File: src/rtl/ram_arbiter.sv
// Arbiter sharing one synchronous-read data RAM between the CPU port and the debug/loader port.
// Build option ARB_DBG_PRIORITY_EN: debug port always wins a tie instead of round-robin.
module ram_arbiter #(
    parameter int ADDR_W = 8,
    parameter int DATA_W = 16
) (
    input  logic              clk,
    input  logic              rst_n,
    // Requester handshake: req (with we/addr/wdata) is the valid side and is held until the
    // clock edge that samples gnt=1; gnt is the one-cycle ready/accept pulse. Reads then return
    // data on rdata qualified by a one-cycle rvalid pulse in the cycle after gnt.
    input  logic              cpu_req,
    input  logic              cpu_we,
    input  logic [ADDR_W-1:0] cpu_addr,
    input  logic [DATA_W-1:0] cpu_wdata,
    output logic              cpu_gnt,
    output logic              cpu_rvalid,
    output logic [DATA_W-1:0] cpu_rdata,
    input  logic              dbg_req,
    input  logic              dbg_we,
    input  logic [ADDR_W-1:0] dbg_addr,
    input  logic [DATA_W-1:0] dbg_wdata,
    output logic              dbg_gnt,
    output logic              dbg_rvalid,
    output logic [DATA_W-1:0] dbg_rdata,
    output logic              ram_w_en,
    output logic [ADDR_W-1:0] ram_r_addr,
    output logic [ADDR_W-1:0] ram_w_addr,
    output logic [DATA_W-1:0] ram_w_data,
    input  logic [DATA_W-1:0] ram_r_data,
    output logic              busy,
    output logic [1:0]        o_state
);

    typedef enum logic [1:0] {
        IDLE   = 2'd0,
        ACCESS = 2'd1,
        RESP   = 2'd2
    } state_t;

    state_t            r_state;
    logic              r_src;
    logic              r_we;
    logic [ADDR_W-1:0] r_addr;
    logic [DATA_W-1:0] r_wdata;
`ifndef ARB_DBG_PRIORITY_EN
    logic              r_last_dbg;
`endif

    logic              w_pick_dbg;
    logic              w_sel_we;
    logic [ADDR_W-1:0] w_sel_addr;
    logic [DATA_W-1:0] w_sel_wdata;

    // On a tie the port that did not win the previous arbitration is chosen.
    always_comb begin
`ifdef ARB_DBG_PRIORITY_EN
        w_pick_dbg = dbg_req;
`else
        w_pick_dbg = dbg_req & (~cpu_req | ~r_last_dbg);
`endif
        w_sel_we    = w_pick_dbg ? dbg_we    : cpu_we;
        w_sel_addr  = w_pick_dbg ? dbg_addr  : cpu_addr;
        w_sel_wdata = w_pick_dbg ? dbg_wdata : cpu_wdata;
    end

    always_ff @(posedge clk or negedge rst_n) begin
        if (!rst_n) begin
            r_state    <= IDLE;
            r_src      <= 1'b0;
            r_we       <= 1'b0;
            r_addr     <= '0;
            r_wdata    <= '0;
`ifndef ARB_DBG_PRIORITY_EN
            r_last_dbg <= 1'b1;
`endif
            cpu_gnt    <= 1'b0;
            dbg_gnt    <= 1'b0;
            cpu_rvalid <= 1'b0;
            dbg_rvalid <= 1'b0;
            ram_w_en   <= 1'b0;
        end else begin
            cpu_gnt    <= 1'b0;
            dbg_gnt    <= 1'b0;
            cpu_rvalid <= 1'b0;
            dbg_rvalid <= 1'b0;
            ram_w_en   <= 1'b0;
            case (r_state)
                IDLE: begin
                    if (cpu_req || dbg_req) begin
                        r_src      <= w_pick_dbg;
                        r_we       <= w_sel_we;
                        r_addr     <= w_sel_addr;
                        r_wdata    <= w_sel_wdata;
`ifndef ARB_DBG_PRIORITY_EN
                        r_last_dbg <= w_pick_dbg;
`endif
                        cpu_gnt    <= ~w_pick_dbg;
                        dbg_gnt    <= w_pick_dbg;
                        ram_w_en   <= w_sel_we;
                        r_state    <= ACCESS;
                    end
                end
                ACCESS: begin
                    // Writes complete here; reads wait one cycle for the RAM's registered output.
                    if (r_we) begin
                        r_state <= IDLE;
                    end else begin
                        cpu_rvalid <= ~r_src;
                        dbg_rvalid <= r_src;
                        r_state    <= RESP;
                    end
                end
                RESP: begin
                    r_state <= IDLE;
                end
                default: begin
                    r_state <= IDLE;
                end
            endcase
        end
    end

    assign ram_r_addr = r_addr;
    assign ram_w_addr = r_addr;
    assign ram_w_data = r_wdata;
    assign cpu_rdata  = cpu_rvalid ? ram_r_data : '0;
    assign dbg_rdata  = dbg_rvalid ? ram_r_data : '0;
    assign busy       = (r_state != IDLE);
    assign o_state    = r_state;

endmodule

File: config.mk
export PLATFORM = sky130hd
export DESIGN_NAME = ram_arbiter
export DESIGN_NICKNAME = d
export VERILOG_FILES = /design/src/rtl/ram_arbiter.sv
export SDC_FILE = /design/constraint.sdc
export NUM_CORES = 1
export LEC_CHECK = 0
export BUFFER_PORTS_ARGS = -buffer_cell sky130_fd_sc_hd__buf_2
export CAP_MARGIN = 10
export CORE_MARGIN = 2
export CORE_UTILIZATION = 39
export DETAILED_ROUTE_END_ITERATION = 8
export PLACE_DENSITY = 0.92
export SLEW_MARGIN = 20
export SYNTH_ARGS = -nofsm -noshare
export SYNTH_HDL_FRONTEND = slang
export SYNTH_SLANG_ARGS = --single-unit
File: constraint.sdc
create_clock -name clk -period 1.8 [get_ports clk]
set_input_delay 0.18 -clock clk [delete_from_list [all_inputs] [get_ports clk]]
set_output_delay 0.18 -clock clk [all_outputs]
set_load 0.05 [all_outputs]
-- Word level (Yosys, flattened, before mapping)
Index checks and enable logic that the tools add are counted.
- equal/unequal tests: 2
- reductions and logical operators: 4
- mux-type cells: 18
- bitwise gates (word level): 6
- operators with widths (operator ; number):
    $mux 16 ; 3
    $mux 1 ; 11
    $mux 8 ; 1
    $mux 2 ; 2
    $not 1->1 ; 4
    $pmux 2 s2 ; 1
    $eq 2x1->1 const B ; 1
    $logic_not 2->1 ; 1
    $ne 2x2->1 const B ; 1
    $reduce_and 2->1 ; 1
    $reduce_bool 2->1 ; 1
    $and 1x1->1 ; 1
    $logic_or 1x1->1 ; 1
    $or 1x1->1 ; 1
- flip-flop bits (word level): 34

-- Depth between registers and ports, before layout
- depth after elaboration: 6
- gate-level depth with buffers: 5
- mapped depth without buffers: 4

-- Worst setup path before layout
OpenSTA, ideal clock, no wires.
- path type: flip-flop to flip-flop
- start point: register r_state[0], in the netlist o_state[0]
- end point: register r_src
- required time: 1.682 ns
- path slack: 0.088 ns
- stages on the path, launching flop included: 6
- period minus slack after synthesis: 1.712 ns
- arrival time: 1.594 ns
- buffers on the path: 1
- cells stage by stage: dfrtp_1 > nor2_2 > buf_4 > inv_1 > nor2_1 > a21o_1
- cells in the longest elaborated chain, start to end: 2
- RTL lines (what ; line ; text):
    start, declared ; 41 ; state_t r_state;
    start signal, assigned ; 69 ; r_state <= IDLE;
    start signal, assigned ; 101 ; r_state <= ACCESS;
    start signal, assigned ; 107 ; r_state <= IDLE;
    $logic_not 2->1 ; 88 ; case (r_state)
    $reduce_and 2->1 (no line) ; n/a ;
    end signal, assigned ; 91 ; r_src <= w_pick_dbg;
    end, declared ; 42 ; logic r_src;
No other way between the ends.
A chain may end at the register's enable or synchronous reset.

-- Worst setup path after layout
- start point: register r_state[0], in the netlist o_state[0]
- end point: output port busy
- cells in the longest elaborated chain, start to end: 1
- RTL lines (what ; line ; text):
    $reduce_bool 2->1 ; 129 ; assign busy = (r_state != IDLE);
    end, declared ; 31 ; output logic busy,
No other way between the ends.

==> results.yml <==
sta:
  relSlewSlack_pct: 35.9
  rsz0062_at_grt: "false"
  fmax_ghz: 0.601
  post-route-period-util_pct: 92.5
  maxSlewViolCount: 0
  hold_violations: 0
  final.min_clock_period_ps: 1660
  setup_viol: 0
  skew_ps: 2.33
  worst_pin_slew_ps: 955
  setup_tns_ps: 0
routing:
  postRouteAntennaNets: 0
  drt_iter0_markers: 48
  wl_per_cell_um: 12.8
  post-route-drc-count: 0
  via_count: 1821
  wl_um: 4750
  viasPerCell: 4.90
  firstDrtPassIters: 5
grt:
  grt_pass1_vias: 1660
  overflow: 0
  track_usage_pct: 19.1
  grt_antenna_before_repair: 0
  grt_max_degree: 35
  grt_pass1_wl_um: 7560
power:
  power_frac_seq_pct: 25.8
  cellInternalPower_uw: 2250
  power.leakage_uw: 0.00142
  swShare_pct: 58.2
  p_clk_share_pct: 9.9
  p_sw_uw: 3140
  cellPowerDensity_nw_per_um2: 2160
  combPwrFrac_pct: 64.4
  ir_drop_uv: 1010
clock_tree:
  numCtsBuffers: 5
  htree_num_levels: 2
  cts_tree: "yes"
  clock_sinks: 34
  clk_pin_slew_ps: 60
  insertion_delay_ps: 270
  root_buffer: "clkbuf_8"
  cts-resized-gates: 0
  cts_buffer_depth: 2
  post_cts_buffers: 0
  hold_buffers: 1
logic_synthesis:
  synth_xor_xnor_area_share_pct: 0
  synth_seq_cells: 34
  synth_top_family_by_area: "simple AND/OR/NAND/NOR gates"
  synth_nets: 259
  syn_avg_cell_area_um2: 9.18
  syn_area_um2: 1740
  netlist_instances: 189
  yosysUniqueCellTypes: 24
  synth_simple_gate_area_share_pct: 24.5
  seq_area_frac_synth_pct: 49.1
  synth_compound_area_share_pct: 17.8
  synth_adder_area_share_pct: 0
  yosys_warnings: 0
  muxShareOfSynthArea_pct: 0.577
setup_path:
  crit_fanout: 10
  cp.required_ps: 1620
  path_class: "register to output pin"
  endpoint_kind: "output pin"
  critPathArrivalTime_ps: 1480
  crit_start: "o_state[0]$_DFFE_PN0P_"
  rr_startpoint: "r_last_dbg$_DFFE_PN1P_"
  critPathMaxStageDelay_ps: 400
  cpMaxStageDelayCell: "dfrtp_1"
  r2r_cells: 3
  critical_path.cell_chain: "nor2_2, buf_4, inv_1, buf_2"
  cp-start-kind: "register"
placement:
  io_buffers: 141
  dp_hpwl_um: 3740
  finalWeightedCongestion: 0.794
  placed_area_um2: 2400
floorplan:
  die_h_um: 70.7
  top_level_ports: 142
  start_util_pct: 40.1
  dieArea_um2: 5000
  die_w_um: 70.7
  coreArea_um2: 4320
  row_count: 24
worst_hold_path:
  hp-class: "primary input to register"
  hold_depth: 2
  hold_start: "cpu_wdata[11]"
outcome:
  status: "finished clean"
final_layout:
  largest_register_ffs: 16
  nets: 391
  final_common_cell: "buf_2"
  synthToLayoutAreaGrowth_pct: 43.9
  final_cell_area_um2: 2500
  post-route-util_pct: 57.8
  final_cell_mix: "buf_2, nand2_1, and2_1, dfrtp_1, a21oi_1"
  diodes: 0
  drive_above_1_share_pct: 49.1
job:
  maxCapViolations: 0
==> per-layer routing <==
metal	vias up	part of all wire (%)	wire [µm]	global-route usage, %
li1	895	-	-	-
met1	824	36	1690	21.5
met2	100	54	2560	35.4
met3	2	10	488	5.56
met4	0	0.29	14	4.61
met5	-	0	0	0
==> logic make-up (layout without fill, tap and decap cells) <==
group,count (synthesis),after routing
flip-flops,34,34
AND/OR/NAND/NOR,83,83
buffers and inverters,23,154
multiplexers,1,1
AO/OA/AOI/OAI,48,48
==> stage by stage <==
stage	power (µW)	hold WS [ps]	worst slack [ps]	cells
2_1_floorplan	4200	-116	87.7	189
3_3_place_gp	4830	273	265	365
3_5_place_dp	4900	293	195	365
4_1_cts	5430	131	141	372
5_1_grt	5670	134	62.6	372
6_report	5390	137	136	372
==> cell usage after synthesis, drive strengths merged <==
cell    count  area share (%)
nor3b       1            0.43
or2         1            0.36
a21o        2            0.86
nor2b       1            0.36
a221o       6             3.5
a31oi      18             6.5
a21boi      1            0.65
inv         2            0.43
and2       33              12
buf        17             6.7
clkbuf      4            0.86
nor2        3            0.79
a21bo       1            0.58
nand2      37             8.1
dfstp       1             1.5
a21oi      20             5.8
mux2i       1            0.58
dfrtp      33              48
and3        7             2.5
==> power groups by stage <==
| stage | Sequential (µW) | Clock [µW] | Combinational, µW |
|---|---|---|---|
| after CTS | 1390 | 545 | 3500 |
| after global routing | 1440 | 585 | 3640 |
| after detailed placement | 1400 | 0 | 3500 |
| final | 1390 | 532 | 3470 |
| after global placement | 1380 | 0 | 3440 |
| after floorplan | 2510 | 0 | 1690 |
==> worst paths after layout <==
check / to / slack (ps)
setup / recovery: busy / 140
hold / removal: ram_w_data[11]$_DFFE_PN0P_ / 140
setup reg to reg: ram_r_addr[2]$_DFFE_PN0P_ / 230
hold reg to reg: cpu_rvalid$_DFF_PN0_ / 450
max in group asynchronous: dbg_rvalid$_DFF_PN0_ / 820
min in group asynchronous: dbg_gnt$_DFF_PN0_ / 510
==> critical path, delay by kind of cell (launching register included) <==
| family | cells | cell delay, ps |
|---|---|---|
| buffers and inverters | 3 | 490 |
| DFF | 1 | 400 |
| and+or+nand+nor | 1 | 310 |
==> cell type report <==
type | count | area [µm²]
multi-input cells | 132 | 744
repair buffers | 146 | 746
clock buffers | 6 | 82.6
fillers | 407 | 1830
flip-flops and latches | 34 | 852
inverters | 2 | 7.51
well taps | 52 | 65.1
Note: power is estimated with default switching activity, not from simulation.
